**config.mk**
```make
export PLATFORM = sky130hd
export DESIGN_NAME = ps2_key_tracker
export DESIGN_NICKNAME = d
export VERILOG_FILES = /design/src/rtl/ps2_key_tracker.sv
export SDC_FILE = /design/constraint.sdc
export NUM_CORES = 1
export LEC_CHECK = 0
export CORE_MARGIN = 8
export CORE_UTILIZATION = 30
export CTS_CLUSTER_DIAMETER = 60
export DETAILED_ROUTE_END_ITERATION = 6
export GPL_TIMING_DRIVEN = 0
export SYNTH_ARGS = -nofsm -noshare
export SYNTH_HDL_FRONTEND = slang
export SYNTH_SLANG_ARGS = --single-unit
```
**constraint.sdc**
```tcl
create_clock -name clk -period 3.7 [get_ports clk]
set_input_delay 0.74 -clock clk [delete_from_list [all_inputs] [get_ports clk]]
set_output_delay 0.74 -clock clk [all_outputs]
set_load 0.01 [all_outputs]
```
**src/rtl/ps2_key_tracker.sv**
```systemverilog
// PS/2 set-2 key tracker: drains the keyboard FIFO, decodes make/break/extended
// sequences into held W/A/S/D/R state, and emits press and rate-limited step pulses.
module ps2_key_tracker #(
  parameter logic [7:0]  W_CODE      = 8'h1D,
  parameter logic [7:0]  A_CODE      = 8'h1C,
  parameter logic [7:0]  S_CODE      = 8'h1B,
  parameter logic [7:0]  D_CODE      = 8'h23,
  parameter logic [7:0]  R_CODE      = 8'h2D,
  parameter int unsigned STEP_PERIOD = 2_000_000
) (
  input  logic       clk,
  input  logic       rst,
  input  logic [7:0] ps2_data,
  input  logic       ps2_ready,
  input  logic       ps2_overflow,
  output logic       ps2_rdn,
  output logic [4:0] key_held,
  output logic [4:0] key_press,
  output logic [3:0] move_step,
  output logic       blue_moving
);

  typedef enum logic [1:0] {IDLE, POP, GAP} state_t;

  localparam logic [31:0] LAST = 32'(STEP_PERIOD - 1);

  state_t      state_q;
  logic [7:0]  byte_q;
  logic        break_q, break_d;
  logic        ext_q, ext_d;
  logic        rdn_q;
  logic [4:0]  held_q, held_d;
  logic [4:0]  press_q, press_d;
  logic [3:0]  step_q, step_d;
  logic        blue_q;
  logic [31:0] cnt_q, cnt_d;
  logic [4:0]  hit;
  logic [3:0]  net_now;

  // {D,S,A,W}: opposing held pairs cancel.
  function automatic logic [3:0] net_dir(input logic [4:0] h);
    return {h[3] & ~h[1], h[2] & ~h[0], h[1] & ~h[3], h[0] & ~h[2]};
  endfunction

  always_comb begin
    hit = '0;
    if (ext_q) begin
      // Only the arrow aliases exist in the extended space.
      case (byte_q)
        8'h75:   hit[0] = 1'b1;
        8'h6B:   hit[1] = 1'b1;
        8'h72:   hit[2] = 1'b1;
        8'h74:   hit[3] = 1'b1;
        default: hit = '0;
      endcase
    end else begin
      hit[0] = (byte_q == W_CODE);
      hit[1] = (byte_q == A_CODE);
      hit[2] = (byte_q == S_CODE);
      hit[3] = (byte_q == D_CODE);
      hit[4] = (byte_q == R_CODE);
    end
  end

  always_comb begin
    held_d  = held_q;
    press_d = '0;
    break_d = break_q;
    ext_d   = ext_q;
    if (state_q == GAP) begin
      if (byte_q == 8'hF0) begin
        break_d = 1'b1;
      end else if (byte_q == 8'hE0) begin
        ext_d = 1'b1;
      end else begin
        if (break_q) begin
          held_d = held_q & ~hit;
        end else begin
          held_d  = held_q | hit;
          press_d = hit & ~held_q;
        end
        break_d = 1'b0;
        ext_d   = 1'b0;
      end
    end
    if (ps2_overflow) begin
      held_d  = '0;
      press_d = '0;
      break_d = 1'b0;
      ext_d   = 1'b0;
    end
  end

  assign net_now = net_dir(held_q);

  // A fresh direction press restarts the cadence and takes priority over a wrap.
  always_comb begin
    step_d = '0;
    cnt_d  = '0;
    if (|press_q[3:0]) begin
      step_d = net_now;
    end else if (|net_now) begin
      if (cnt_q == LAST) begin
        step_d = net_now;
      end else begin
        cnt_d = cnt_q + 32'd1;
      end
    end
  end

  always_ff @(posedge clk) begin
    if (rst) begin
      state_q <= IDLE;
      byte_q  <= '0;
      rdn_q   <= 1'b1;
      break_q <= 1'b0;
      ext_q   <= 1'b0;
      held_q  <= '0;
      press_q <= '0;
      step_q  <= '0;
      blue_q  <= 1'b0;
      cnt_q   <= '0;
    end else begin
      case (state_q)
        IDLE: begin
          if (ps2_ready) begin
            byte_q  <= ps2_data;
            rdn_q   <= 1'b0;
            state_q <= POP;
          end
        end
        POP: begin
          rdn_q   <= 1'b1;
          state_q <= GAP;
        end
        GAP: begin
          state_q <= IDLE;
        end
        default: begin
          rdn_q   <= 1'b1;
          state_q <= IDLE;
        end
      endcase
      break_q <= break_d;
      ext_q   <= ext_d;
      held_q  <= held_d;
      press_q <= press_d;
      step_q  <= step_d;
      cnt_q   <= cnt_d;
      blue_q  <= |net_dir(held_d);
    end
  end

  assign ps2_rdn     = rdn_q;
  assign key_held    = held_q;
  assign key_press   = press_q;
  assign move_step   = step_q;
  assign blue_moving = blue_q;

endmodule

```
=== Yosys cells after proc, flatten, opt, wreduce, memory -nomap -nowiden ===
Cells that the tools add are included.
Widths: inputs -> output; s select.

* ROM bits: 0
* Input port bits: 12
* Latch bits: 0
* Bits in writable memories: 0
* Memories: 0
* Register bits after elaboration: 60
* Output and inout bits: 16

* Reductions and logical operators: 12
* Shifts and indexed selects: 0
* Add/sub/neg operators: 1
* Mux-type cells: 20
* Bitwise logic cells: 25
* $mul: 0
* Eq/ne operators: 16
* Div/mod/pow operators: 0
* Magnitude comparators: 0

{| class="wikitable"
|+ Operators with widths
! operator !! number
|-
| $add 32x1->32 const B || 1
|-
| $eq 32x21->1 const B || 1
|-
| $eq 8x7->1 const B || 4
|-
| $mux 4 || 7
|-
| $eq 8x5->1 const B || 3
|-
| $eq 8x6->1 const B || 2
|-
| $eq 8x8->1 const B || 2
|-
| $not 1->1 || 12
|-
| $reduce_or 4->1 || 3
|-
| $and 5x5->5 || 2
|-
| $mux 5 || 2
|-
| $not 5->5 || 2
|-
| $and 1x1->1 || 8
|-
| $mux 1 || 8
|-
| $reduce_and 2->1 || 4
|-
| $reduce_or 7->1 || 1
|-
| $reduce_or 6->1 || 1
|-
| $or 5x5->5 || 1
|-
| $ne 2x2->1 const B || 2
|-
| $pmux 2 s2 || 1
|-
| $reduce_and 3->1 || 1
|-
| $eq 2x1->1 const B || 1
|-
| $eq 2x2->1 const B || 1
|-
| $logic_not 2->1 || 1
|-
| 3 further kinds || 3
|}

=== Depth between registers and ports, before layout ===
Gate-level depths: netlist of run 1.

* Word-level depth: 13
* Depth in mapped cells: 8

=== Worst setup path after synthesis of run 1 ===
Ideal clock, no wire load.

* Path type: in2reg
* From: in ps2_overflow
* To: reg press_q[1] (netlist: key_press[1])
* Cell stages on the path: 3
* Buffers on the path: 0
* Data required time: 3.604 ns
* Data arrival time: 1.749 ns
* Slack: 1.855 ns
* Cell sequence: or3_1 or4_1 nor4b_1

* Cells in the longest elaborated chain, start to end: 1

{| class="wikitable"
|+ RTL lines
! what !! line !! RTL
|-
| start, declared || 15 || <nowiki>input logic ps2_overflow,</nowiki>
|-
| $reduce_or 6->1 (no source line) || n/a ||
|-
| end signal, assigned || 147 || <nowiki>press_q <= press_d;</nowiki>
|-
| end, declared || 33 || <nowiki>logic [4:0] press_q, press_d;</nowiki>
|}

Every way passes these cells.
A chain may end at the register's enable or synchronous reset.

=== Worst setup path after layout of run 1 ===
Same ends and word-level chain as after synthesis.

==> flow_summary.yaml, run 1 <==
outcome:
  status: "complete, no violations"
sta:
  tightestPinTransition_ns: 0.594
  setup_viol: 0
  timing_max_transition_violations_final: 0
  final.hold.worst_slack_ns: 0.461
  max_freq_mhz: 424
  slew_headroom_pct: 60.4
  setup_tns_ns: 0
  finalWorstPathRequiredPeriod_ns: 2.36
  rsz0062_at_grt: "false"
  worst_clock_skew_ns: 0.0104
  period_share_pct: 63.7
  layout_setup_ws_ns: 1.34
  hold_viol: 0
routing:
  detail_route.wirelength_mm: 5.49
  detailedRoute.firstPassIterationCount: 4
  drc_errors: 0
  via_per_inst: 4.62
  vias: 2044
  detail-route-antenna-nets: 0
  routedWlPerCell_um: 12.4
  drt_iter0_drc: 53
yosys:
  syn-mean-instance-area_sq_um: 9.09
  synth-warning-count: 0
  post_synthesis_net_count: 304
  synth.ff_latch_count: 60
  synthDistinctLibCells: 42
  syn_inst: 291
  post_synth_instance_area_sq_um: 2650
  synth_seq_area_share_pct: 45.4
floorplanning:
  floorplan.die.height_um: 110
  die-width_um: 110
  area_of_the_core_region_sq_um: 8640
  initial_utilization_pct: 30.6
  floorplan.die_area_sq_um: 12100
  placementRows: 34
  io_pins: 28
setup_path:
  worstSetupEndpointType: "register"
  worstPathMaxFanout: 8
  timing.critical_path.arrival_ns: 2.58
  startpoint_type: "primary input"
  worstSetupStartpoint: "ps2_overflow"
  critical_path.reg2reg.startpoint: "cnt_q[19]$_SDFF_PP0_"
  worst_path_class_setup: "primary input to register"
  required_ns: 3.93
placement:
  port_buffers: 27
  place_hpwl_mm: 4.10
  place_area_sq_um: 3050
  pre_cts_ws_ns: 1.01
  place.detailed.instances: 426
  place.gp.congestion: 0.811
power_and_ir_drop:
  p_clk_share_pct: 48.2
  p_per_area_nw_per_um2: 421
  power.sequential.fraction_pct: 48.1
  total_power_mw: 1.38
  ir_worst_vdd_mv: 0.202
  switching_share_pct: 20.4
  power.leakage_nw: 1.16
  pwr-share-comb_pct: 3.6
  switchingPower_mw: 0.282
  internal-power_mw: 1.10
final_layout:
  final_cell_area_sq_um: 3280
  area_delta_synth_final_pct: 23.9
  num-nets-final: 342
  post-route-util_pct: 38.0
  final-instance-count-excl-fill: 442
  antennaDiodeCount: 0
  final_layout_size_suffix_gt1_share_pct: 8.98
run:
  max-cap-violations: 0
clock_network:
  cts_buffers: 9
  cts.root.buffer_cell: "clkbuf_8"
  number_of_h_tree_branching_levels: 3
  clk_latency_ns: 0.34
  clkSinkCount: 60
  post_cts_resize_count: 0
  cts_hold_repair.buffers: 0
  post-cts-setup-buffer-count: 0
  clock_path_buffers: 2
  worst_setup_hold_path_clk_slew_ns: 0.06
  tritoncts_clock_tree: "yes"
min_path:
  hold_class: "register to register"
grt:
  via_count_of_the_first_global_routing_pass: 2012
  grt-ovfl-total: 0
  largest_net_degree_at_the_start_of_global_routing: 11
  track_usage_pct: 10.0
  number_of_antenna_violations_at_the_first_check_in_global_routing: 0
  wire_length_of_the_first_global_routing_pass_mm: 9.47
## final timing paths
kind / end / slack (ns) / cells after the start
max: key_press[1]$_SDFF_PP0_ / 1.34 / 4
max reg2reg: cnt_q[15]$_SDFF_PP0_ / 1.73 / 8
min: key_press[4]$_SDFF_PP0_ / 0.46 / 1
min reg2reg: key_press[4]$_SDFF_PP0_ / 0.46 / 1
## power by group through the flow
stage                     Combinational (mW)  Clock (mW)  Sequential [mW]
after detailed placement              0.0505           0            0.679
after floorplan                       0.0298           0            0.677
after global routing                  0.0564       0.716            0.666
after CTS                             0.0508       0.684            0.665
after global placement                0.0497           0            0.680
final                                 0.0501       0.667            0.665
## cell families after synthesis
family	Yosys count	synth area share, %
xor gates and xnor gates	33	10.9
and+or+nand+nor	159	33.5
AOI/OAI and AO/OA	10	2.36
buffers and inverters	15	2.41
adders and majority gates	1	0.473
muxes	13	4.92
DFF	60	45.4
## layout by cell type (no fill, tap or decap), types with 3 or more instances in the layout
cell	n
and4_1	3
or3_1	3
nor3_1	12
xor2_1	13
nand2b_1	6
clkbuf_8	11
xnor2_1	20
clkbuf_1	5
nand4_1	6
nand2_1	11
buf_2	5
a21oi_1	3
nor4_1	4
clkdlybuf4s50_1	27
and3_1	10
mux2i_1	13
dfxtp_1	60
a31oi_1	3
nor4b_1	4
nor3b_1	3
nor2_1	62
nor2b_1	6
inv_1	5
nand3_1	11
## critical path, cell delays in order
cell and delay, ns:
clkdlybuf4s50_1 0.57, or3_1 0.50, or4_1 0.48, nor4b_1 0.30
## synthesized netlist by cell type, drive strengths merged
cell type / n / area, sq um
and2: 3 / 18.8
nand4: 8 / 80.1
a31oi: 3 / 18.8
or3: 3 / 18.8
nand2b: 6 / 37.5
nor4: 5 / 46.3
nor3b: 4 / 35.0
o21bai: 1 / 7.51
xnor2: 20 / 175
o211ai: 1 / 7.51
nand3: 11 / 55.1
clkbuf: 4 / 16.3
a31o: 1 / 8.76
xor2: 13 / 114
o21ai: 1 / 5.00
mux2i: 13 / 130
nor2b: 6 / 37.5
buf: 6 / 28.8
nand2: 11 / 41.3
or4: 2 / 15.0
ha: 1 / 12.5
inv: 5 / 18.8
nor2: 63 / 239
nor4b: 4 / 35.0
nand3b: 1 / 7.51
and3b: 1 / 8.76
and4bb: 2 / 25.0
dfxtp: 60 / 1200
a21oi: 3 / 15.0
and4: 3 / 26.3
and3: 11 / 73.8
nor4bb: 2 / 20.0
nor3: 12 / 60.1
or2: 1 / 6.26
## layer usage
metal	vias to the layer above	GRT usage [%]	wire length, um
li1	1072	-	-
met4	0	3.86	76
met5	-	0	0
met1	935	11.1	2480
met2	30	16.4	2640
met3	7	4.51	286
## flip-flops by register name, summed over array words and instances (netlist names), named ones only
signal,flops
cnt_q,32
byte_q,8
key_press,5
key_held,4
move_step,4
state_q,2
blue_moving,1
break_q,1
ext_q,1
ps2_rdn,1
## area by class of cell
type / instances / area [sq um]
Clock inverter: 3 / 68.8
Fill cell: 877 / 5360
Inverter: 5 / 18.8
Tap cell: 108 / 135
Timing Repair Buffer: 27 / 270
Multi-Input combinational cell: 216 / 1380
Clock buffer: 13 / 159
Sequential cell: 60 / 1200
Buffer: 10 / 45.0
No activity file was read; power rests on OpenSTA's default activity.
==> run 2: changes to the inputs <==
clock period = 2.28 ns   (was 3.7 ns; I/O delays follow)
==> results of run 2 <==
The final DEF is identical to that of run 1. Status: complete, no violations.
Main changes from that run: setup slack after placement 1.01 ns -> -0.123 ns; setup slack after layout 1.34 ns -> 0.206 ns; register-to-register setup slack 1.73 ns -> 0.31 ns; total power 1.38 mW -> 2.24 mW; worst IR drop on VDD 0.202 mV -> 0.327 mV
